[src/rtl/uart_rx_edge_bit_sampler.sv]
// UART receiver timing front end.
// Synchronizes the raw serial line, counts oversample edges within a bit and
// bits within a frame, and majority-votes three mid-bit samples into one data
// bit. The RX control FSM drives enable/dat_samp_en and reads the counters.
module uart_rx_edge_bit_sampler #(
    parameter int SYNC_STAGES = 2,
    parameter int CNT_W       = 5,
    parameter int BIT_W       = 4
) (
    input  logic             CLK,
    input  logic             RST,
    input  logic             RX_IN,
    input  logic [5:0]       Prescale,
    input  logic             enable,
    input  logic             dat_samp_en,
    output logic             rx_sync,
    output logic [CNT_W-1:0] edge_cnt,
    output logic [BIT_W-1:0] bit_cnt,
    output logic             sampled_bit,
    output logic             sample_valid,
    output logic             noise_det,
    output logic             cfg_err
);

    // Common compare width wide enough for both the edge counter and the
    // 6-bit prescale value plus the +1 of the vote position.
    localparam int            CW     = ((CNT_W > 6) ? CNT_W : 6) + 1;
    localparam logic [CW-1:0] CW_ONE = CW'(1);

    logic [SYNC_STAGES-1:0] sync_q;
    logic [5:0]             presc_q;
    logic                   presc_legal;
    logic [CW-1:0]          edge_ext;
    logic [CW-1:0]          presc_ext;
    logic [CW-1:0]          half;
    logic                   run;
    logic                   last_edge;
    logic                   samp_on;
    logic                   at_s0;
    logic                   at_s1;
    logic                   at_vote;
    logic                   s0;
    logic                   s1;
    logic                   vote;
    logic                   disagree;

    assign rx_sync     = sync_q[SYNC_STAGES-1];
    assign presc_legal = (Prescale == 6'd8) || (Prescale == 6'd16) || (Prescale == 6'd32);

    assign edge_ext  = CW'(edge_cnt);
    assign presc_ext = CW'(presc_q);
    assign half      = presc_ext >> 1;

    // Counters only advance for a legal latched ratio.
    assign run       = enable && !cfg_err;
    assign last_edge = (edge_ext == (presc_ext - CW_ONE));

    // Sample points straddle the bit centre: H-1, H, and the vote at H+1.
    assign samp_on = dat_samp_en && run;
    assign at_s0   = (edge_ext == (half - CW_ONE));
    assign at_s1   = (edge_ext == half);
    assign at_vote = (edge_ext == (half + CW_ONE));

    // The third sample is the live synchronized value at the vote edge.
    assign vote     = (s0 & s1) | (s0 & rx_sync) | (s1 & rx_sync);
    assign disagree = !((s0 == s1) && (s1 == rx_sync));

    // Metastability synchronizer for the asynchronous line; idles high.
    always_ff @(posedge CLK or negedge RST) begin
        if (!RST) begin
            sync_q <= '1;
        end else begin
            // NOTE: non-blocking assignment lets every stage take the value its
            // predecessor held before this edge, which is what forms the chain.
            sync_q <= {sync_q[SYNC_STAGES-2:0], RX_IN};
        end
    end

    // Latch the oversampling ratio while idle; it is frozen for the frame.
    always_ff @(posedge CLK or negedge RST) begin
        if (!RST) begin
            presc_q <= 6'd16;
            cfg_err <= 1'b0;
        end else if (!enable) begin
            presc_q <= Prescale;
            cfg_err <= !presc_legal;
        end
    end

    // Edge counter wraps each bit period; bit counter saturates at all ones.
    always_ff @(posedge CLK or negedge RST) begin
        if (!RST) begin
            edge_cnt <= '0;
            bit_cnt  <= '0;
        end else if (!run) begin
            edge_cnt <= '0;
            bit_cnt  <= '0;
        end else if (last_edge) begin
            edge_cnt <= '0;
            if (bit_cnt != '1) begin
                bit_cnt <= bit_cnt + BIT_W'(1);
            end
        end else begin
            edge_cnt <= edge_cnt + CNT_W'(1);
        end
    end

    // Capture two mid-bit samples and vote them with the third at H+1.
    always_ff @(posedge CLK or negedge RST) begin
        if (!RST) begin
            s0           <= 1'b1;
            s1           <= 1'b1;
            sampled_bit  <= 1'b1;
            sample_valid <= 1'b0;
            noise_det    <= 1'b0;
        end else begin
            // NOTE: the pulse outputs default low every cycle so they are
            // single-cycle strobes and no path leaves them unassigned.
            sample_valid <= 1'b0;
            noise_det    <= 1'b0;
            if (!enable) begin
                // Abandoned bit: drop partial captures, keep the last result.
                s0 <= 1'b1;
                s1 <= 1'b1;
            end else if (samp_on) begin
                if (at_s0) begin
                    s0 <= rx_sync;
                end
                if (at_s1) begin
                    s1 <= rx_sync;
                end
                if (at_vote) begin
                    sampled_bit  <= vote;
                    sample_valid <= 1'b1;
                    noise_det    <= disagree;
                end
            end
        end
    end

endmodule

[config.mk]
export PLATFORM = sky130hd
export DESIGN_NAME = uart_rx_edge_bit_sampler
export DESIGN_NICKNAME = d
export VERILOG_FILES = /design/src/rtl/uart_rx_edge_bit_sampler.sv
export SDC_FILE = /design/constraint.sdc
export NUM_CORES = 1
export LEC_CHECK = 0
export CAP_MARGIN = 20
export CORE_ASPECT_RATIO = 0.9
export CORE_MARGIN = 1.5
export CORE_UTILIZATION = 45
export CTS_CLUSTER_DIAMETER = 150
export DETAILED_ROUTE_END_ITERATION = 7
export PLACE_DENSITY = 0.78
export SETUP_SLACK_MARGIN = 0.4
export SLEW_MARGIN = 10
export SYNTH_ARGS = -nofsm -noshare
export SYNTH_HDL_FRONTEND = slang
export SYNTH_SLANG_ARGS = --single-unit
[constraint.sdc]
create_clock -name CLK -period 2.6 [get_ports CLK]
set_input_delay 0.78 -clock CLK [delete_from_list [all_inputs] [get_ports CLK]]
set_output_delay 0.78 -clock CLK [all_outputs]
set_load 0.03 [all_outputs]
==> results of run 1 <==
-- where the power goes --
| group | internal, W | total, W | switching (W) |
|---|---|---|---|
| registers | 0.000374 | 0.000396 | 0.0000220 |
| clock network | 0.000110 | 0.000221 | 0.000111 |
| logic | 0.0000992 | 0.000202 | 0.000102 |
| total | 0.000583 | 0.000818 | 0.000236 |
-- cell type report --
type                            count  area [um^2]  share of cell area, %
Clock buffer                        4         45.0                   2.31
Inverter                            9         33.8                   1.73
Multi-Input combinational cell    114          927                   47.5
Timing Repair Buffer               34          310                   15.9
Tap cell                           42         52.6                   2.69
Sequential cell                    23          584                   29.9
-- worst min path at each step --
| stage | end | slack [ns] | cells past startpoint |
|---|---|---|---|
| 2_1_floorplan | sync_q[1] | 0.35 | 0 |
| 3_3_place_gp | sync_q[1] | 0.35 | 0 |
| 3_5_place_dp | sync_q[1] | 0.35 | 0 |
| 4_1_cts | sync_q[1] | 0.36 | 0 |
| 5_1_grt | sync_q[1] | 0.37 | 0 |
| 6_report | sync_q[1] | 0.36 | 0 |
-- flip-flops by register name (all words and copies together), names as in the netlist --
signal        count
sync_q            2
bit_cnt           4
noise_det         1
sampled_bit       1
edge_cnt          5
sample_valid      1
s0                1
presc_q           6
s1                1
cfg_err           1
-- stage by stage --
step                hold WS (ns)  util (%)  std cells
finish                     0.357      62.2        226
global route               0.366      62.2        226
CTS                        0.359      60.9        225
detailed placement         0.347      58.8        219
global placement           0.346      58.8        219
floorplan                  0.345         -        153
-- critical path, stage by stage, from the launching register on --
cell	delay (ns)
dfrtp_1	0.40
inv_2	0.10
ha_4	0.15
or3b_4	0.39
or3b_1	0.40
and3_4	0.19
o41ai_2	0.25
o311a_1	0.22
-- cell usage in the layout, fill, tap and decap left out, drive strengths merged, types with 2 or more instances in the layout --
cell | synthesis | layout
dlygate4sd2 | 0 | 6
xnor2 | 11 | 11
and2 | 2 | 2
ha | 8 | 8
mux2 | 7 | 7
o311a | 3 | 3
xor2 | 8 | 8
nor3b | 3 | 3
nor4 | 3 | 3
or3b | 2 | 2
buf | 4 | 10
nand3 | 9 | 9
dfrtp | 17 | 17
and3 | 6 | 6
nand2 | 11 | 11
inv | 9 | 9
dfstp | 6 | 6
clkdlybuf4s50 | 0 | 17
a211o | 4 | 4
mux2i | 6 | 6
o21ai | 2 | 2
nand2b | 2 | 2
nand4b | 2 | 2
nor2 | 8 | 8
nor2b | 3 | 3
clkbuf | 3 | 4
nand4 | 2 | 2
-- routing by layer --
metal	up-vias	track usage (%)	wire length, um
li1	606	-	-
met1	583	26.1	1490
met2	29	34.4	1670
met3	5	2.91	132
met4	0	4.56	42
met5	-	0	0
-- repair_timing --
item                       CTS  global route
pin swaps                    4             0
setup endpoints to repair   11            11
resized for setup           10             8
hold endpoints to repair     0             0
setup buffers                2             1
-- kinds of logic after synthesis --
kind of cell / Yosys count
XOR/XNOR: 19
multiplexers: 13
flip-flops: 23
AND/OR/NAND/NOR: 57
buffers and inverters: 16
AO/OA/AOI/OAI: 17
adder cells (fa/ha/maj): 8
==> results.json, run 1 <==
{
  "synthArstFlopShare_pct": 100,
  "finalHoldViolations": 0,
  "initial_core_util_pct": 48.6,
  "nets": 204,
  "setup_ws_ns": 0.450,
  "vias": 1223,
  "synthSimpleGateAreaFrac_pct": 21.4,
  "r2r_start": "presc_q[1]",
  "slew_headroom_pct": 70.1,
  "period_needed_ns": 2.15,
  "p_total_w": 0.000818,
  "synth-edff-count": 0,
  "synthCells": 153,
  "startpoint_type": "flop",
  "slew_violations": 0,
  "synthTopCellsByArea": "dfrtp_1 28%, dfstp_2 10%, ha_1 6.6%",
  "crit_arrival_ns": 2.36,
  "cts_tree": "done",
  "clock.fmax_mhz": 465,
  "grt_max_degree": 24,
  "n_fill_cell": 273,
  "place_area_um2": 1840,
  "ff2ff_setup_slack_ns": 0.45,
  "synthTopCellsByCount": "17 x dfrtp_1, 11 x nand2_1, 11 x xnor2_1",
  "yosysTopAreaCellShare_pct": 27.9,
  "yosys_warnings": 0,
  "coreArea_um2": 3140,
  "regToRegEndpoint": "bit_cnt[3]",
  "power_density_nw_per_um2": 419,
  "fin_tns_setup_ns": 0,
  "dieArea_um2": 3750,
  "dp_hpwl_um": 2500,
  "antenna_found_initial": 0,
  "wl_per_cell_um": 14.8,
  "post-place-ws_ns": 0.179,
  "place_congestion": 0.938,
  "hold_class": "flop to flop",
  "leakagePower_nw": 0.877,
  "synth_top_cell_by_area": "dfrtp_1",
  "firstDrtPassIters": 4,
  "io-pin-count": 25,
  "min_from": "sync_q[0]",
  "synth_area_um2": 1520,
  "drive_gt1_share_pct": 22.3,
  "path_class": "flop to flop",
  "post_synth_xor_area_fraction_pct": 10.9,
  "reg2reg_depth": 7,
  "worst_pin_slew_ns": 0.448,
  "rsz0062_at_grt": "true",
  "routed_wl_um": 3330,
  "synth_most_common_cell": "dfrtp_1",
  "antennaDiodeCount": 0,
  "stdcell_area_um2": 1950,
  "yosys.area_share.adder_pct": 6.57,
  "antenna_left": 0,
  "endpoint_kind": "flop",
  "cts.sink_count": 23,
  "setup_violations": 0,
  "grt_usage_pct": 19.7,
  "area_delta_synth_final_pct": 28.2,
  "synth_compound_area_share_pct": 9.11,
  "crit_start": "presc_q[1]",
  "required_ns": 2.81,
  "grt_pass1_vias": 1250,
  "synth-seq-cells": 23,
  "port_buffers": 24,
  "avgSynthCellArea_um2": 9.96,
  "insertion_delay_ns": 0.27,
  "grt_overflow": 0,
  "cts_max_level": 1,
  "drtIter0Drc": 37,
  "critPathMaxFanout": 4,
  "grt_pass1_wl_um": 5780,
  "dieWidth_um": 64.3,
  "via_per_inst": 5.41,
  "clk_pin_slew_ns": 0.08,
  "clock_path_buffers": 2,
  "syn_nets": 172,
  "max_cap_violations": 0,
  "min_period_over_period_pct": 82.7,
  "synth_top_family_by_area": "simple AND/OR/NAND/NOR gates",
  "synthMuxAreaShare_pct": 9.11,
  "cts_root_buffer": "clkbuf_8",
  "ctsHoldBuffers": 0,
  "vdd_drop_max_v": 0.000325,
  "drcViolationCount": 0,
  "seq_area_frac_synth_pct": 38.3,
  "numCtsBuffers": 3,
  "crit_end": "bit_cnt[3]",
  "rows": 19,
  "ys_types": 44,
  "fin_worst_skew_ns": 0.00718,
  "outcome": "complete, no violations",
  "ys.flop_type": "dfrtp_1",
  "die_h_um": 58.2
}
Note: power is estimated with default switching activity, not from simulation.
==> run 2, diff against run 1 <==
Clock period 2.6 ns to 2 ns, I/O delays scaled along.
==> run 2 against run 1 <==
The flow now finishes with violations (negative setup slack). Wire length increased by 9.1%. Clock power rose by 28%. Clock skew is 0.0028 ns lower. Flip-flop and latch count is the same. Via count increased by 6.5%. Fmax shrank 0.64%. Largest cell class unchanged. Largest power group unchanged. Highest routed layer unchanged.
==> results.json, run 2 (synthesis results as in run 1) <==
{
  "port_buffers": 24,
  "outcome": "finished, violations left",
  "power_density_nw_per_um2": 520,
  "cts_max_level": 1,
  "drtIter0Drc": 53,
  "hold_ws_ns": 0.359,
  "cp_cell_sequence": "inv_4, ha_4, or3b_4, or3b_4, and3_4, nor4_4, mux2i_1",
  "fin_tns_setup_ns": -1.24,
  "cts_root_buffer": "clkbuf_8",
  "crit_slowest_cell": "dfrtp_2",
  "critPathMaxFanout": 3,
  "grt_overflow": 0,
  "crit_family": "simple AND/OR/NAND/NOR gates",
  "rows": 19,
  "clk_pin_slew_ns": 0.08,
  "p_total_w": 0.00112,
  "antenna_found_initial": 0,
  "crit_buf_inv": 1,
  "via_per_inst": 5.40,
  "antenna_left": 0,
  "io-pin-count": 25,
  "clock.fmax_mhz": 462,
  "min_period_over_period_pct": 108,
  "insertion_delay_ns": 0.26,
  "vdd_drop_max_v": 0.000422,
  "dieArea_um2": 3750,
  "grt_usage_pct": 20.7,
  "period_needed_ns": 2.16,
  "routed_wl_um": 3640,
  "grt_max_degree": 24,
  "mostFrequentLayoutCells": "24 x buf_4, 14 x dfrtp_1, 11 x nand2_1",
  "slew_headroom_pct": 59.5,
  "leakagePower_nw": 0.944,
  "crit_arrival_ns": 2.35,
  "place_area_um2": 2010,
  "hold_class": "flop to flop",
  "nets": 219,
  "setup_ws_ns": -0.164,
  "coreArea_um2": 3140,
  "numCtsBuffers": 3,
  "drive_gt1_share_pct": 40.7,
  "top_regs": "presc_q (6), edge_cnt (5), bit_cnt (4)",
  "max_cap_violations": 0,
  "startpoint_type": "flop",
  "vias": 1302,
  "antennaDiodeCount": 0,
  "clock_path_buffers": 2,
  "rsz0062_at_grt": "true",
  "cpMostUsedCell": "or3b_4",
  "largest_register_ffs": 6,
  "finalHoldViolations": 0,
  "drcViolationCount": 0,
  "wl_per_cell_um": 15.1,
  "ctsHoldBuffers": 0,
  "grt_pass1_wl_um": 5990,
  "initial_core_util_pct": 48.6,
  "dieWidth_um": 64.3,
  "crit_path_max_incr_delay_ns": 0.44,
  "fin_worst_skew_ns": 0.00442,
  "path_class": "flop to flop",
  "final_common_cell": "buf_4",
  "slew_violations": 0,
  "grt_pass1_vias": 1300,
  "stdcell_area_um2": 2150,
  "firstDrtPassIters": 4,
  "dp_hpwl_um": 2800,
  "fin_util_pct": 68.4,
  "top_register": "presc_q",
  "place_congestion": 0.834,
  "required_ns": 2.18,
  "violations": "negative setup slack",
  "n_fill_cell": 233,
  "cts_tree": "done",
  "die_h_um": 58.2,
  "worst_pin_slew_ns": 0.598,
  "area_delta_synth_final_pct": 40.8,
  "cts.sink_count": 23,
  "setup_violations": 9,
  "endpoint_kind": "flop"
}
[run 2: changes by cell type in the layout (fill, tap and decap cells not counted), moves of 3 or more]
cell | previous run | this run
clkdlybuf4s15_2 | 0 | 3
buf_6 | 0 | 3
buf_4 | 10 | 24
buf_2 | 0 | 6
clkdlybuf4s50_1 | 17 | 9
dlygate4sd2_1 | 6 | 1
and3_1 | 5 | 1
and3_4 | 1 | 5
[run 2: metrics by stage]
stage,instances,setup slack (ns)
2_1_floorplan,153,-0.0642
3_3_place_gp,232,-0.209
3_5_place_dp,232,-0.242
4_1_cts,239,-0.147
5_1_grt,241,-0.235
6_report,241,-0.164
[run 2: where the power goes]
part | switching [W] | total (W) | internal (W)
registers | 0.0000196 | 0.000506 | 0.000487
clock network | 0.000141 | 0.000283 | 0.000142
logic | 0.000165 | 0.000328 | 0.000162
total | 0.000326 | 0.00112 | 0.000791
[run 2: routing by layer]
layer,routed length (um),vias to the layer above,track usage (%)
li1,-,637,-
met1,1640,629,29.6
met2,1840,32,33.3
met3,125,4,3.11
met4,35,0,5.47
met5,0,-,0
[run 2: repair_timing]
action	4_1_cts	5_1_grt
buffers inserted	3	2
setup endpoints to repair	28	24
pin swaps	4	3
gates resized for setup	61	20
[run 2: final timing paths]
path / start / end / slack, ns / cells after the start
max: presc_q[1] / bit_cnt[0] / -0.16 / 7
min: sync_q[0] / sync_q[1] / 0.36 / 0
min reg2reg: sync_q[0] / sync_q[1] / 0.36 / 0
min in group asynchronous: RST / edge_cnt[2] / 0.69 / 2
max in group asynchronous: RST / presc_q[4] / 1.03 / 2
max reg2reg: presc_q[1] / bit_cnt[0] / -0.16 / 7
[run 2: layout make-up]
class                           instances  area, um^2  share of cell area (%)
Timing Repair Buffer                   49         397                    18.5
Inverter                                9        36.3                    1.69
Clock buffer                            4        45.0                    2.10
Multi-Input combinational cell        114        1030                    47.9
Sequential cell                        23         587                    27.3
Tap cell                               42        52.6                    2.45
==> run 3, diff against run 2 <==
Settings changed: CORE_UTILIZATION 45 to 53, PLACE_DENSITY 0.78 to 0.88.
==> run 3 against run 2 <==
Clock skew up 0.0062 ns. Largest power group unchanged. The flow still finishes with violations (negative setup slack). Clock power is 25% lower. Design area increased by 5.8%. Total power up 1.1%.
==> results.json, run 3 (synthesis results as in run 1) <==
{
  "ff2ff_setup_slack_ns": -0.23,
  "initial_core_util_pct": 55.5,
  "cts_max_level": 1,
  "rsz0062_at_grt": "true",
  "path_class": "flop to flop",
  "place_congestion": 0.918,
  "min_from": "sync_q[0]",
  "layout.cells.non_filler": 247,
  "grt_pass1_wl_um": 7310,
  "setup_ws_ns": -0.235,
  "cts_root_buffer": "clkbuf_4",
  "antenna_found_initial": 0,
  "drtIter0Drc": 111,
  "ctsHoldBuffers": 0,
  "fin_util_pct": 82.6,
  "routed_wl_um": 5200,
  "reg2reg_depth": 8,
  "top_register": "presc_q",
  "mostFrequentLayoutCells": "28 x buf_4, 14 x dfrtp_1, 11 x nand2_1",
  "insertion_delay_ns": 0.31,
  "use_met3_pct": 4.09,
  "required_ns": 2.24,
  "drive_gt1_share_pct": 45.4,
  "violations": "negative setup slack",
  "area_delta_synth_final_pct": 48.9,
  "drcViolationCount": 0,
  "grt_use_met1_pct": 42.4,
  "hold_class": "flop to flop",
  "nets": 227,
  "critPathMaxFanout": 2,
  "largest_register_ffs": 6,
  "min_period_over_period_pct": 112,
  "numCtsBuffers": 3,
  "firstDrtPassIters": 4,
  "finalHoldViolations": 0,
  "grt_usage_pct": 31.8,
  "crit_arrival_ns": 2.48,
  "die_h_um": 53.9,
  "r2r_start": "presc_q[1]",
  "grt_overflow": 0,
  "antennaDiodeCount": 0,
  "grt-busiest-layer": "met2",
  "power_density_nw_per_um2": 497,
  "setup_violations": 12,
  "antenna_left": 0,
  "max_cap_violations": 0,
  "post-place-ws_ns": -0.252,
  "endpoint_kind": "flop",
  "dp_hpwl_um": 2870,
  "min_to": "sync_q[1]",
  "slew_violations": 0,
  "grt_use_met2_pct": 54.6,
  "grt_pass1_vias": 1417,
  "via_per_inst": 6.15,
  "fin_tns_setup_ns": -1.75,
  "outcome": "finished, violations left",
  "whs_path_depth": 0,
  "regToRegEndpoint": "bit_cnt[3]",
  "leakagePower_nw": 1.03,
  "final_common_cell": "buf_4",
  "cts_tree": "done",
  "period_needed_ns": 2.23,
  "clock.fmax_mhz": 447,
  "startpoint_type": "flop",
  "vdd_drop_max_v": 0.000471,
  "port_buffers": 24,
  "fin_worst_skew_ns": 0.0106,
  "rows": 18,
  "dieArea_um2": 3210,
  "wl_per_cell_um": 21.1,
  "dp_cells": 229,
  "coreArea_um2": 2750,
  "slew_headroom_pct": 63.4,
  "cts.sink_count": 23,
  "vias": 1519,
  "worst_pin_slew_ns": 0.548,
  "io-pin-count": 25,
  "clock_path_buffers": 2,
  "top_regs": "presc_q (6), edge_cnt (5), bit_cnt (4)",
  "grt_max_degree": 24,
  "hold_ws_ns": 0.367,
  "dieWidth_um": 59.5,
  "clk_pin_slew_ns": 0.13
}
==> run 3: cell count changes in the layout (fill, tap and decap cells not counted), sizes merged <==
cell and change:
buf +10, clkdlybuf4s15 -2
==> run 3: through the flow <==
stage / power (W) / instance area, um^2
finish: 0.00113 / 2270
global route: 0.00117 / 2270
CTS: 0.00109 / 2200
detailed placement: 0.000813 / 2000
global placement: 0.000801 / 2000
floorplan: 0.000699 / 1600
==> run 3: final cells by class <==
cell class | count | area [um^2]
clock buffers | 4 | 26.3
fillers | 132 | 478
inverters | 9 | 36.3
multi-input cells | 114 | 1080
flip-flops and latches | 23 | 587
well taps | 40 | 50.0
repair buffers | 57 | 490
==> run 3: how the worst max path moves through the flow <==
stage,end,cells after the start,startpoint,slack [ns]
floorplan,bit_cnt[0],7,presc_q[1],-0.06
global placement,sampled_bit,6,enable,-0.18
detailed placement,sampled_bit,6,enable,-0.25
CTS,bit_cnt[0],7,presc_q[1],-0.21
global route,bit_cnt[3],8,presc_q[1],-0.27
finish,bit_cnt[3],8,presc_q[1],-0.23
==> run 3: layer usage <==
layer  routed length (um)  vias up
met5                    0        -
met4                  255        0
met1                 1940      735
met3                  450       29
li1                     -      653
met2                 2550      102
==> run 3: worst max-delay path: stages (launching register included) <==
cell,delay [ns]
dfrtp_2,0.47
inv_4,0.07
ha_4,0.12
or3b_4,0.37
or3b_4,0.38
and3_4,0.18
buf_6,0.12
o41ai_4,0.24
o311a_1,0.22
==> run 3: report_power, final <==
part           switching [W]  total [W]  internal (W)
Combinational       0.000208   0.000406      0.000198
Clock               0.000135   0.000213     0.0000777
Sequential         0.0000234   0.000510      0.000487
==> run 3: repair_timing <==
item	CTS	global route
setup endpoints to repair	28	21
pin swaps	14	7
gates resized for setup	95	13
buffers inserted	10	4
